## config.mk

```make
export PLATFORM = sky130hd
export DESIGN_NAME = hello_nios2_qsys_oci_dct_packer_flat
export DESIGN_NICKNAME = d
export VERILOG_FILES = /design/src/rtl/hello_nios2_qsys_oci_dct_packer_pkg.sv /design/src/rtl/hello_nios2_qsys_oci_dct_packer_if.sv /design/src/rtl/hello_nios2_qsys_oci_dct_frame_reg.sv /design/src/rtl/hello_nios2_qsys_oci_dct_packer.sv /design/src/flat_wrapper.sv
export SDC_FILE = /design/constraint.sdc
export NUM_CORES = 1
export LEC_CHECK = 0
export CAP_MARGIN = 0
export CORE_ASPECT_RATIO = 0.7
export CORE_UTILIZATION = 44
export CTS_CLUSTER_DIAMETER = 80
export DETAILED_ROUTE_END_ITERATION = 8
export PLACE_DENSITY = 0.77
export SLEW_MARGIN = 25
export SYNTH_ARGS = -nofsm -noshare
export SYNTH_HDL_FRONTEND = slang
export SYNTH_HIERARCHICAL = 1
export SYNTH_SLANG_ARGS = --single-unit
```

## constraint.sdc

```tcl
create_clock -name clk -period 3 [get_ports clk]
set_input_delay 0.6 -clock clk [delete_from_list [all_inputs] [get_ports clk]]
set_output_delay 0.6 -clock clk [all_outputs]
set_load 0.05 [all_outputs]
```

## src/rtl/hello_nios2_qsys_oci_dct_packer_pkg.sv

```systemverilog
// DCT packer shared types: atom/frame widths, FSM states, frame bundle.
// No ports; imported by the packer, its interface and the frame register.
package hello_nios2_qsys_oci_dct_packer_pkg;

  localparam int ATOM_W = 2;
  localparam int DEPTH  = 15;
  localparam int CNT_W  = 4;
  localparam int BUF_W  = DEPTH * ATOM_W;

  localparam logic [CNT_W-1:0] FULL_CNT = CNT_W'(DEPTH);

  typedef enum logic [1:0] {
    ST_EMPTY,
    ST_FILL,
    ST_FULL
  } state_e;

  typedef struct packed {
    logic [CNT_W-1:0] count;
    logic [BUF_W-1:0] buffer;
  } frame_t;

endpackage

```

## src/rtl/hello_nios2_qsys_oci_dct_packer_if.sv

```systemverilog
// Atom-in / frame-out bus of the DCT packer plus live accumulator taps.
// master: atom source + frame writer side; slave: the packer.
interface hello_nios2_qsys_oci_dct_packer_if;
  import hello_nios2_qsys_oci_dct_packer_pkg::*;

  logic              atom_valid;
  logic [ATOM_W-1:0] atom_data;
  logic              atom_ready;
  logic              flush;
  logic              frame_valid;
  logic              frame_ready;
  logic [BUF_W-1:0]  frame_buffer;
  logic [CNT_W-1:0]  frame_count;
  logic [BUF_W-1:0]  dct_buffer;
  logic [CNT_W-1:0]  dct_count;
  logic              overflow;
  logic              clear_overflow;

  modport master (
    output atom_valid, atom_data, flush,
    output frame_ready, clear_overflow,
    input  atom_ready, frame_valid,
    input  frame_buffer, frame_count,
    input  dct_buffer, dct_count, overflow
  );

  modport slave (
    input  atom_valid, atom_data, flush,
    input  frame_ready, clear_overflow,
    output atom_ready, frame_valid,
    output frame_buffer, frame_count,
    output dct_buffer, dct_count, overflow
  );

endinterface

```

## src/rtl/hello_nios2_qsys_oci_dct_frame_reg.sv

```systemverilog
// Valid/ready holding register for one packed frame (count + buffer).
// Ports: clk, reset_n, load/load_data in, out_ready in, out_valid/out_data/slot_free out.
module hello_nios2_qsys_oci_dct_frame_reg
  import hello_nios2_qsys_oci_dct_packer_pkg::*;
(
  input  logic   clk,
  input  logic   reset_n,
  input  logic   load,
  input  frame_t load_data,
  input  logic   out_ready,
  output logic   out_valid,
  output frame_t out_data,
  output logic   slot_free
);

  logic   valid_q, valid_d;
  frame_t data_q, data_d;

  // Draining and refilling in one cycle is allowed.
  assign slot_free = !valid_q || out_ready;

  always_comb begin
    valid_d = valid_q;
    data_d  = data_q;
    if (load) begin
      valid_d = 1'b1;
      data_d  = load_data;
    end else if (out_ready) begin
      valid_d = 1'b0;
    end
  end

  always_ff @(posedge clk or negedge reset_n) begin
    if (!reset_n) begin
      valid_q <= 1'b0;
      data_q  <= '0;
    end else begin
      valid_q <= valid_d;
      data_q  <= data_d;
    end
  end

  assign out_valid = valid_q;
  assign out_data  = data_q;

endmodule

```

## src/rtl/hello_nios2_qsys_oci_dct_packer.sv

```systemverilog
// OCI DCT packer: shifts 2-bit atoms into a 15-atom frame, emits full/flushed frames.
// Ports: clk, reset_n, bus (slave: atoms in, frames out, live buffer/count, sticky overflow).
module hello_nios2_qsys_oci_dct_packer
  import hello_nios2_qsys_oci_dct_packer_pkg::*;
(
  input logic clk,
  input logic reset_n,
  hello_nios2_qsys_oci_dct_packer_if.slave bus
);

  state_e           state_q, state_d;
  logic [BUF_W-1:0] sh_q, sh_d, sh_acc;
  logic [CNT_W-1:0] cnt_q, cnt_d, cnt_acc;
  logic             pend_q, pend_d;
  logic             ov_q, ov_d;

  logic   ready, accept, drop;
  logic   slot_free, flush_req, xfer;
  logic   fr_valid;
  frame_t fr_in, fr_out;

  assign ready  = !((state_q == ST_FULL) || pend_q);
  assign accept = bus.atom_valid && ready;
  assign drop   = bus.atom_valid && !ready;

  // Accumulator as it would look with this cycle's atom included.
  always_comb begin
    sh_acc  = sh_q;
    cnt_acc = cnt_q;
    if (accept) begin
      sh_acc  = {sh_q[BUF_W-ATOM_W-1:0], bus.atom_data};
      cnt_acc = cnt_q + CNT_W'(1);
    end
  end

  assign flush_req = (bus.flush || pend_q) && (cnt_acc != '0);
  assign xfer = slot_free &&
                (flush_req || (cnt_acc == FULL_CNT));

  assign fr_in = '{count: cnt_acc, buffer: sh_acc};

  always_comb begin
    sh_d   = sh_acc;
    cnt_d  = cnt_acc;
    pend_d = pend_q;
    if (xfer) begin
      sh_d   = '0;
      cnt_d  = '0;
      pend_d = 1'b0;
    end else if (flush_req) begin
      pend_d = 1'b1;
    end
  end

  // A count of 15 survives the edge only when the slot was busy.
  always_comb begin
    state_d = state_q;
    unique case (1'b1)
      (cnt_d == '0):       state_d = ST_EMPTY;
      (cnt_d == FULL_CNT): state_d = ST_FULL;
      default:             state_d = ST_FILL;
    endcase
  end

  // A drop in the same cycle as a clear keeps the flag set.
  always_comb begin
    ov_d = ov_q;
    if (drop) begin
      ov_d = 1'b1;
    end else if (bus.clear_overflow) begin
      ov_d = 1'b0;
    end
  end

  always_ff @(posedge clk or negedge reset_n) begin
    if (!reset_n) begin
      state_q <= ST_EMPTY;
      sh_q    <= '0;
      cnt_q   <= '0;
      pend_q  <= 1'b0;
      ov_q    <= 1'b0;
    end else begin
      state_q <= state_d;
      sh_q    <= sh_d;
      cnt_q   <= cnt_d;
      pend_q  <= pend_d;
      ov_q    <= ov_d;
    end
  end

  hello_nios2_qsys_oci_dct_frame_reg u_frame (
    .clk       (clk),
    .reset_n   (reset_n),
    .load      (xfer),
    .load_data (fr_in),
    .out_ready (bus.frame_ready),
    .out_valid (fr_valid),
    .out_data  (fr_out),
    .slot_free (slot_free)
  );

  assign bus.atom_ready   = ready;
  assign bus.frame_valid  = fr_valid;
  assign bus.frame_buffer = fr_out.buffer;
  assign bus.frame_count  = fr_out.count;
  assign bus.dct_buffer   = sh_q;
  assign bus.dct_count    = cnt_q;
  assign bus.overflow     = ov_q;

endmodule

```

## src/flat_wrapper.sv

```systemverilog
// flat-port wrapper written by rule: the top's interface ports become plain ports
module hello_nios2_qsys_oci_dct_packer_flat import hello_nios2_qsys_oci_dct_packer_pkg::*;
  (clk, reset_n, bus_atom_valid, bus_atom_data, bus_flush, bus_frame_ready, bus_clear_overflow, bus_atom_ready, bus_frame_valid, bus_frame_buffer, bus_frame_count, bus_dct_buffer, bus_dct_count, bus_overflow);
  hello_nios2_qsys_oci_dct_packer_if bus_i ();
  input logic clk;
  input logic reset_n;
  input wire logic [$bits(bus_i.atom_valid)-1:0] bus_atom_valid;
  input wire logic [$bits(bus_i.atom_data)-1:0] bus_atom_data;
  input wire logic [$bits(bus_i.flush)-1:0] bus_flush;
  input wire logic [$bits(bus_i.frame_ready)-1:0] bus_frame_ready;
  input wire logic [$bits(bus_i.clear_overflow)-1:0] bus_clear_overflow;
  output wire logic [$bits(bus_i.atom_ready)-1:0] bus_atom_ready;
  output wire logic [$bits(bus_i.frame_valid)-1:0] bus_frame_valid;
  output wire logic [$bits(bus_i.frame_buffer)-1:0] bus_frame_buffer;
  output wire logic [$bits(bus_i.frame_count)-1:0] bus_frame_count;
  output wire logic [$bits(bus_i.dct_buffer)-1:0] bus_dct_buffer;
  output wire logic [$bits(bus_i.dct_count)-1:0] bus_dct_count;
  output wire logic [$bits(bus_i.overflow)-1:0] bus_overflow;
  assign bus_i.atom_valid = bus_atom_valid;
  assign bus_i.atom_data = bus_atom_data;
  assign bus_i.flush = bus_flush;
  assign bus_i.frame_ready = bus_frame_ready;
  assign bus_i.clear_overflow = bus_clear_overflow;
  assign bus_atom_ready = bus_i.atom_ready;
  assign bus_frame_valid = bus_i.frame_valid;
  assign bus_frame_buffer = bus_i.frame_buffer;
  assign bus_frame_count = bus_i.frame_count;
  assign bus_dct_buffer = bus_i.dct_buffer;
  assign bus_dct_count = bus_i.dct_count;
  assign bus_overflow = bus_i.overflow;
  hello_nios2_qsys_oci_dct_packer u_core (.clk(clk), .reset_n(reset_n), .bus(bus_i));
endmodule
```

Word-level counts from Yosys, hierarchy flattened --
Index checks and enable logic that the tools add are counted.
Word-level totals: bits of input ports 8, register bits after elaboration 73, output and inout bits 71
Cells by class: equal/unequal tests 3, $add $sub $neg 1, reduce and logical (&&, ||, !) cells 15, mux-type cells 11
Operator list (count):
- 30-bit 2-to-1 mux | 2
- 4-bit == test, second input constant | 2
- 4-bit 2-to-1 mux | 2
- 1-bit 2-to-1 mux | 6
- 2-bit nonzero test | 3
- 4-bit by 1-bit adder with 4-bit output, second input constant | 1
- 1-bit logical AND | 4
- 4-bit logical NOT | 1
- 1-bit logical OR | 4
- 2-bit one-hot mux with 2 select lines | 1
- 4-bit nonzero test | 1
- 2-bit == test, second input constant | 1
- 1-bit logical NOT | 2

Longest topological paths before layout --
word-level depth 12, gate-level depth with buffers 8

Modules after synthesis --
The synthesis kept the hierarchy.
Modules (own cells, without submodules):
- hello_nios2_qsys_oci_dct_packer | instances 1, area each 1995.7 um2, seq. area each 950.9 um2, cells an instance 158
- hello_nios2_qsys_oci_dct_frame_reg | instances 1, area each 1451.4 um2, seq. area each 875.8 um2, cells an instance 75

Worst setup path after synthesis --
OpenSTA, ideal clock, no wires.
path type register to register, from register u_core.cnt_q[0] (netlist: u_core/bus.dct_count[0]), to register u_core.u_frame.data_q, in the netlist u_core/u_frame/out_data[0], path slack 0.133 ns, arrival 2.741 ns, cell stages (with the launch flop) 9, clock period less this slack 2.867 ns, path through dfrtp_1 -> ha_1 -> inv_1 -> or4_4 -> a221oi_4 -> or2_2 -> buf_6 -> buf_12 -> mux2_4
On the way: cells in the longest elaborated chain, start to end 6
RTL lines:
- start, declared | RTL line hello_nios2_qsys_oci_dct_packer.sv:13 | logic [CNT_W-1:0] cnt_q, cnt_d, cnt_acc;
- start signal, assigned | RTL line hello_nios2_qsys_oci_dct_packer.sv:85 | cnt_q <= cnt_d;
- 4-bit by 1-bit adder with 4-bit output | RTL line hello_nios2_qsys_oci_dct_packer.sv:32 | cnt_acc = cnt_q + CNT_W'(1);
- 4-bit 2-to-1 mux (*) | RTL line hello_nios2_qsys_oci_dct_packer.sv:30 | if (accept) begin
- 4-bit nonzero test | RTL line hello_nios2_qsys_oci_dct_packer.sv:36 | assign flush_req = (bus.flush || pend_q) && (cnt_acc != '0);
- 1-bit logical AND | RTL line hello_nios2_qsys_oci_dct_packer.sv:36
- 1-bit logical OR (*) | RTL line hello_nios2_qsys_oci_dct_packer.sv:38 | (flush_req || (cnt_acc == FULL_CNT));
- 1-bit logical AND (*) | RTL line hello_nios2_qsys_oci_dct_packer.sv:37 | assign xfer = slot_free &&
- named net u_core.xfer | RTL line hello_nios2_qsys_oci_dct_packer.sv:18 | logic slot_free, flush_req, xfer;
- end signal, assigned | RTL line hello_nios2_qsys_oci_dct_frame_reg.sv:39 | data_q <= data_d;
- end, declared | RTL line hello_nios2_qsys_oci_dct_frame_reg.sv:17 | frame_t data_q, data_d;
The timed path passes the listed nets; every way through them passes the cells marked *. A chain may end at the register's enable or synchronous reset.

Worst setup path after layout --
from register u_core.cnt_q[0] (netlist: u_core/bus.dct_count[0]), to register u_core.u_frame.data_q, in the netlist u_core/u_frame/out_data[33]
The elaborated chain is that of the path after synthesis.

==> results.sh <==
export IMPL_p_clk_frac=0.154
export IMPL_antenna_found_initial=0
export IMPL_synth_fp_nets=242
export IMPL_wl_per_cell_um=16.94
export IMPL_rsz0062_at_grt="no"
export IMPL_numCtsBuffers=9
export IMPL_syn_avg_cell_area_um2=14.79
export IMPL_synthToLayoutAreaGrowth_pct=30.09
export IMPL_relSlewSlack=0.6255
export IMPL_irDropWorstVdd_v=0.0006182
export IMPL_numPortBuffers=78
export IMPL_slew_viol_final=0
export IMPL_antenna_left=0
export IMPL_path_class="reg -> reg"
export IMPL_seqPwrFrac=0.324
export IMPL_routed_wl_um=7150
export IMPL_switching_share=0.4331
export IMPL_post_cts_buffers=0
export IMPL_drc=0
export IMPL_ys_types=37
export IMPL_synth_edf_count=0
export IMPL_grt_pass1_wl_um=12080
export IMPL_p_comb_frac=0.523
export IMPL_tightest_slew_ns=0.5600
export IMPL_crit_fanout=18
export IMPL_status="complete, no violations"
export IMPL_syn_inst=233
export IMPL_power_switching_mw=1.802
export IMPL_yosysSeqAreaShare=0.5299
export IMPL_p_int_mw=2.359
export IMPL_layout_drive_gt1_share=0.3426
export IMPL_synth_top_flop_cell="dfrtp_1"
export IMPL_finalHoldViolCount=0
export IMPL_track_usage=0.1926
export IMPL_cp_end_kind="register"
export IMPL_crit_family="simple AND/OR/NAND/NOR gates"
export IMPL_core_um2=7450
export IMPL_h_tree_depth=3
export IMPL_final_setup_tns_ns=0
export IMPL_worstPathRequired_ns=3.22
export IMPL_final_core_util=0.6019
export IMPL_grt_max_degree=74
export IMPL_clkSlewWorstSetupHoldPaths_ns=0.07
export IMPL_cts_tree="done"
export IMPL_cp_slowest_cell="or4_4"
export IMPL_path_cells="ha_1 > inv_1 > or4_4 > a221oi_4 > or2_2 > buf_12 > mux2_2"
export IMPL_clock_path_buffers=2
export IMPL_powerDensity_nw_per_um2=927.9
export IMPL_dr_pass1_iters=4
export IMPL_ys_ff_latch=73
export IMPL_drv_cap=0
export IMPL_cp_slowest_stage_delay_ns=0.57
export IMPL_post_route_min_period_ns=2.633
export IMPL_grt_pass1_vias=2348
export IMPL_cts_root_buf="clkbuf_8"
export IMPL_rows=26
export IMPL_hp_class="in -> async"
export IMPL_vias=2195
export IMPL_die_w_um=107.8
export IMPL_finClkSkew_ns=0.006454
export IMPL_via_per_inst=5.201
export IMPL_ioPinCount=79
export IMPL_drt_iter0_drc=64
export IMPL_crit_buf_inv=2
export IMPL_grt_ovfl_total=0
export IMPL_netlist_area_um2=3447
export IMPL_final_setup_viol_count=0
export IMPL_nets=328
export IMPL_cts_hold_buf=0
export IMPL_gp_congestion=0.8333
export IMPL_async_reset_ff_frac=1.000
export IMPL_start_util=0.4627
export IMPL_cts_sinks=73
export IMPL_diodes=0
export IMPL_fin_crit_sh=0.8776
export IMPL_clk_insertion_delay_late_ns=0.34
export IMPL_post_dp_hpwl_um=4790
export IMPL_cts_resized=0
export IMPL_dieArea_um2=8198
export IMPL_start_kind="register"
export IMPL_fmax_ghz=0.3798
export IMPL_p_leak_nw=2.076
export IMPL_ys_warn_count=6
export IMPL_die_h_um=76.06
export IMPL_cp_arrival_ns=2.85
cells in the mapped netlist (3+ instances only):
cell	n	area, µm²
nor3b_1	21	157.7
dfrtp_1	73	1827
o21ai_0	5	25.02
o221a_2	3	33.78
nor3b_2	10	125.1
mux2_4	29	435.4
inv_1	3	11.26
nor2_1	6	22.52
nand2b_1	3	18.77
buf_2	4	20.02
mux2_2	36	405.4
buf_12	3	60.06
nand2_1	4	15.01
buf_6	5	56.30
power groups by stage:
stage	sequential [mW]	clock (mW)	combinational, mW
floorplan	1.96	0	0.989
global placement	1.36	0	2.15
detailed placement	1.37	0	2.18
CTS	1.35	0.669	2.19
global route	1.37	0.716	2.28
finish	1.35	0.639	2.17
placed cells by master, fill, tap and decap left out, drive strengths merged, types with 2 or more instances in the layout:
master         synthesis  final
a211oi                 2      2
a21oi                  2      2
buf                   12     12
clkbuf                 2     12
clkdlybuf4s50          0     77
clkinv                 0      4
dfrtp                 73     73
inv                    3      3
mux2                  65     65
nand2                  4      4
nand2b                 3      3
nor2                   7      7
nor2b                  2      2
nor3b                 31     31
o21ai                  5      5
o221a                  3      3
or4                    2      2
xor2                   2      2
final timing paths:
check / from / endpoint / slack [ns] / cells after the start
max in group asynchronous: reset_n / u_core/u_frame/out_data[10] / 2.24 / 2
min reg2reg: u_core/u_frame/out_data[29] / u_core/u_frame/out_data[29] / 0.51 / 1
min in group clk: u_core/u_frame/out_data[29] / u_core/u_frame/out_data[29] / 0.51 / 1
max reg2reg: u_core/bus.dct_count[0] / u_core/u_frame/out_data[33] / 0.37 / 7
min: reset_n / u_core/pend_q / 0.20 / 1
max: u_core/bus.dct_count[0] / u_core/u_frame/out_data[33] / 0.37 / 7
layer usage:
layer	part of all wire	routed length [µm]	track usage	vias up
li1	-	-	-	1017
met1	0.47	3379	0.2604	1102
met2	0.44	3114	0.2801	68
met3	0.082	584	0.07784	8
met4	0.010	72	0.06438	0
met5	0	0	0	-
state kept, by name, indices dropped and copies added (netlist names):
signal	count
u_core/bus.overflow	1
u_core/bus.dct_buffer	30
u_core/pend_q	1
u_core/state_q	2
u_core/u_frame/out_data	34
u_core/u_frame/out_valid	1
u_core/bus.dct_count	4
final cells by class:
cell class / count / area (µm²)
Fill cell: 603 / 2965
Clock inverter: 4 / 20.02
Tap cell: 98 / 122.6
Clock buffer: 12 / 135.1
Sequential cell: 73 / 1827
Multi-Input combinational cell: 143 / 1470
Timing Repair Buffer: 89 / 898.4
Inverter: 3 / 11.26
cell families (layout without fill, tap and decap cells):
kind of cell	after synthesis	count (layout)	synth area share
compound gates	19	19	0.04646
simple gates	56	56	0.1260
flops	73	73	0.5299
xor+xnor	2	2	0.005083
fa+ha+maj	1	1	0.003629
buf+inv	17	108	0.04501
mux	65	65	0.2439
worst reg2reg max path, cell delays in order (launching register included):
cell and delay [ns]:
dfrtp_1 0.52, ha_1 0.28, inv_1 0.07, or4_4 0.57
a221oi_4 0.30, or2_2 0.21, buf_12 0.20, mux2_2 0.35
stage by stage:
step | area (µm²) | worst slack, ns | cells | power [mW] | hold WS (ns)
after global routing | 4484 | 0.2639 | 422 | 4.374 | 0.2177
after global placement | 4309 | 0.1296 | 405 | 3.507 | 0.4962
after CTS | 4464 | 0.3632 | 421 | 4.205 | 0.4153
after floorplan | 3447 | 0.1335 | 233 | 2.954 | 0.3044
final | 4484 | 0.3673 | 422 | 4.161 | 0.1994
after detailed placement | 4309 | 0.07904 | 405 | 3.547 | 0.4937
(Power assumes the default switching activity.)
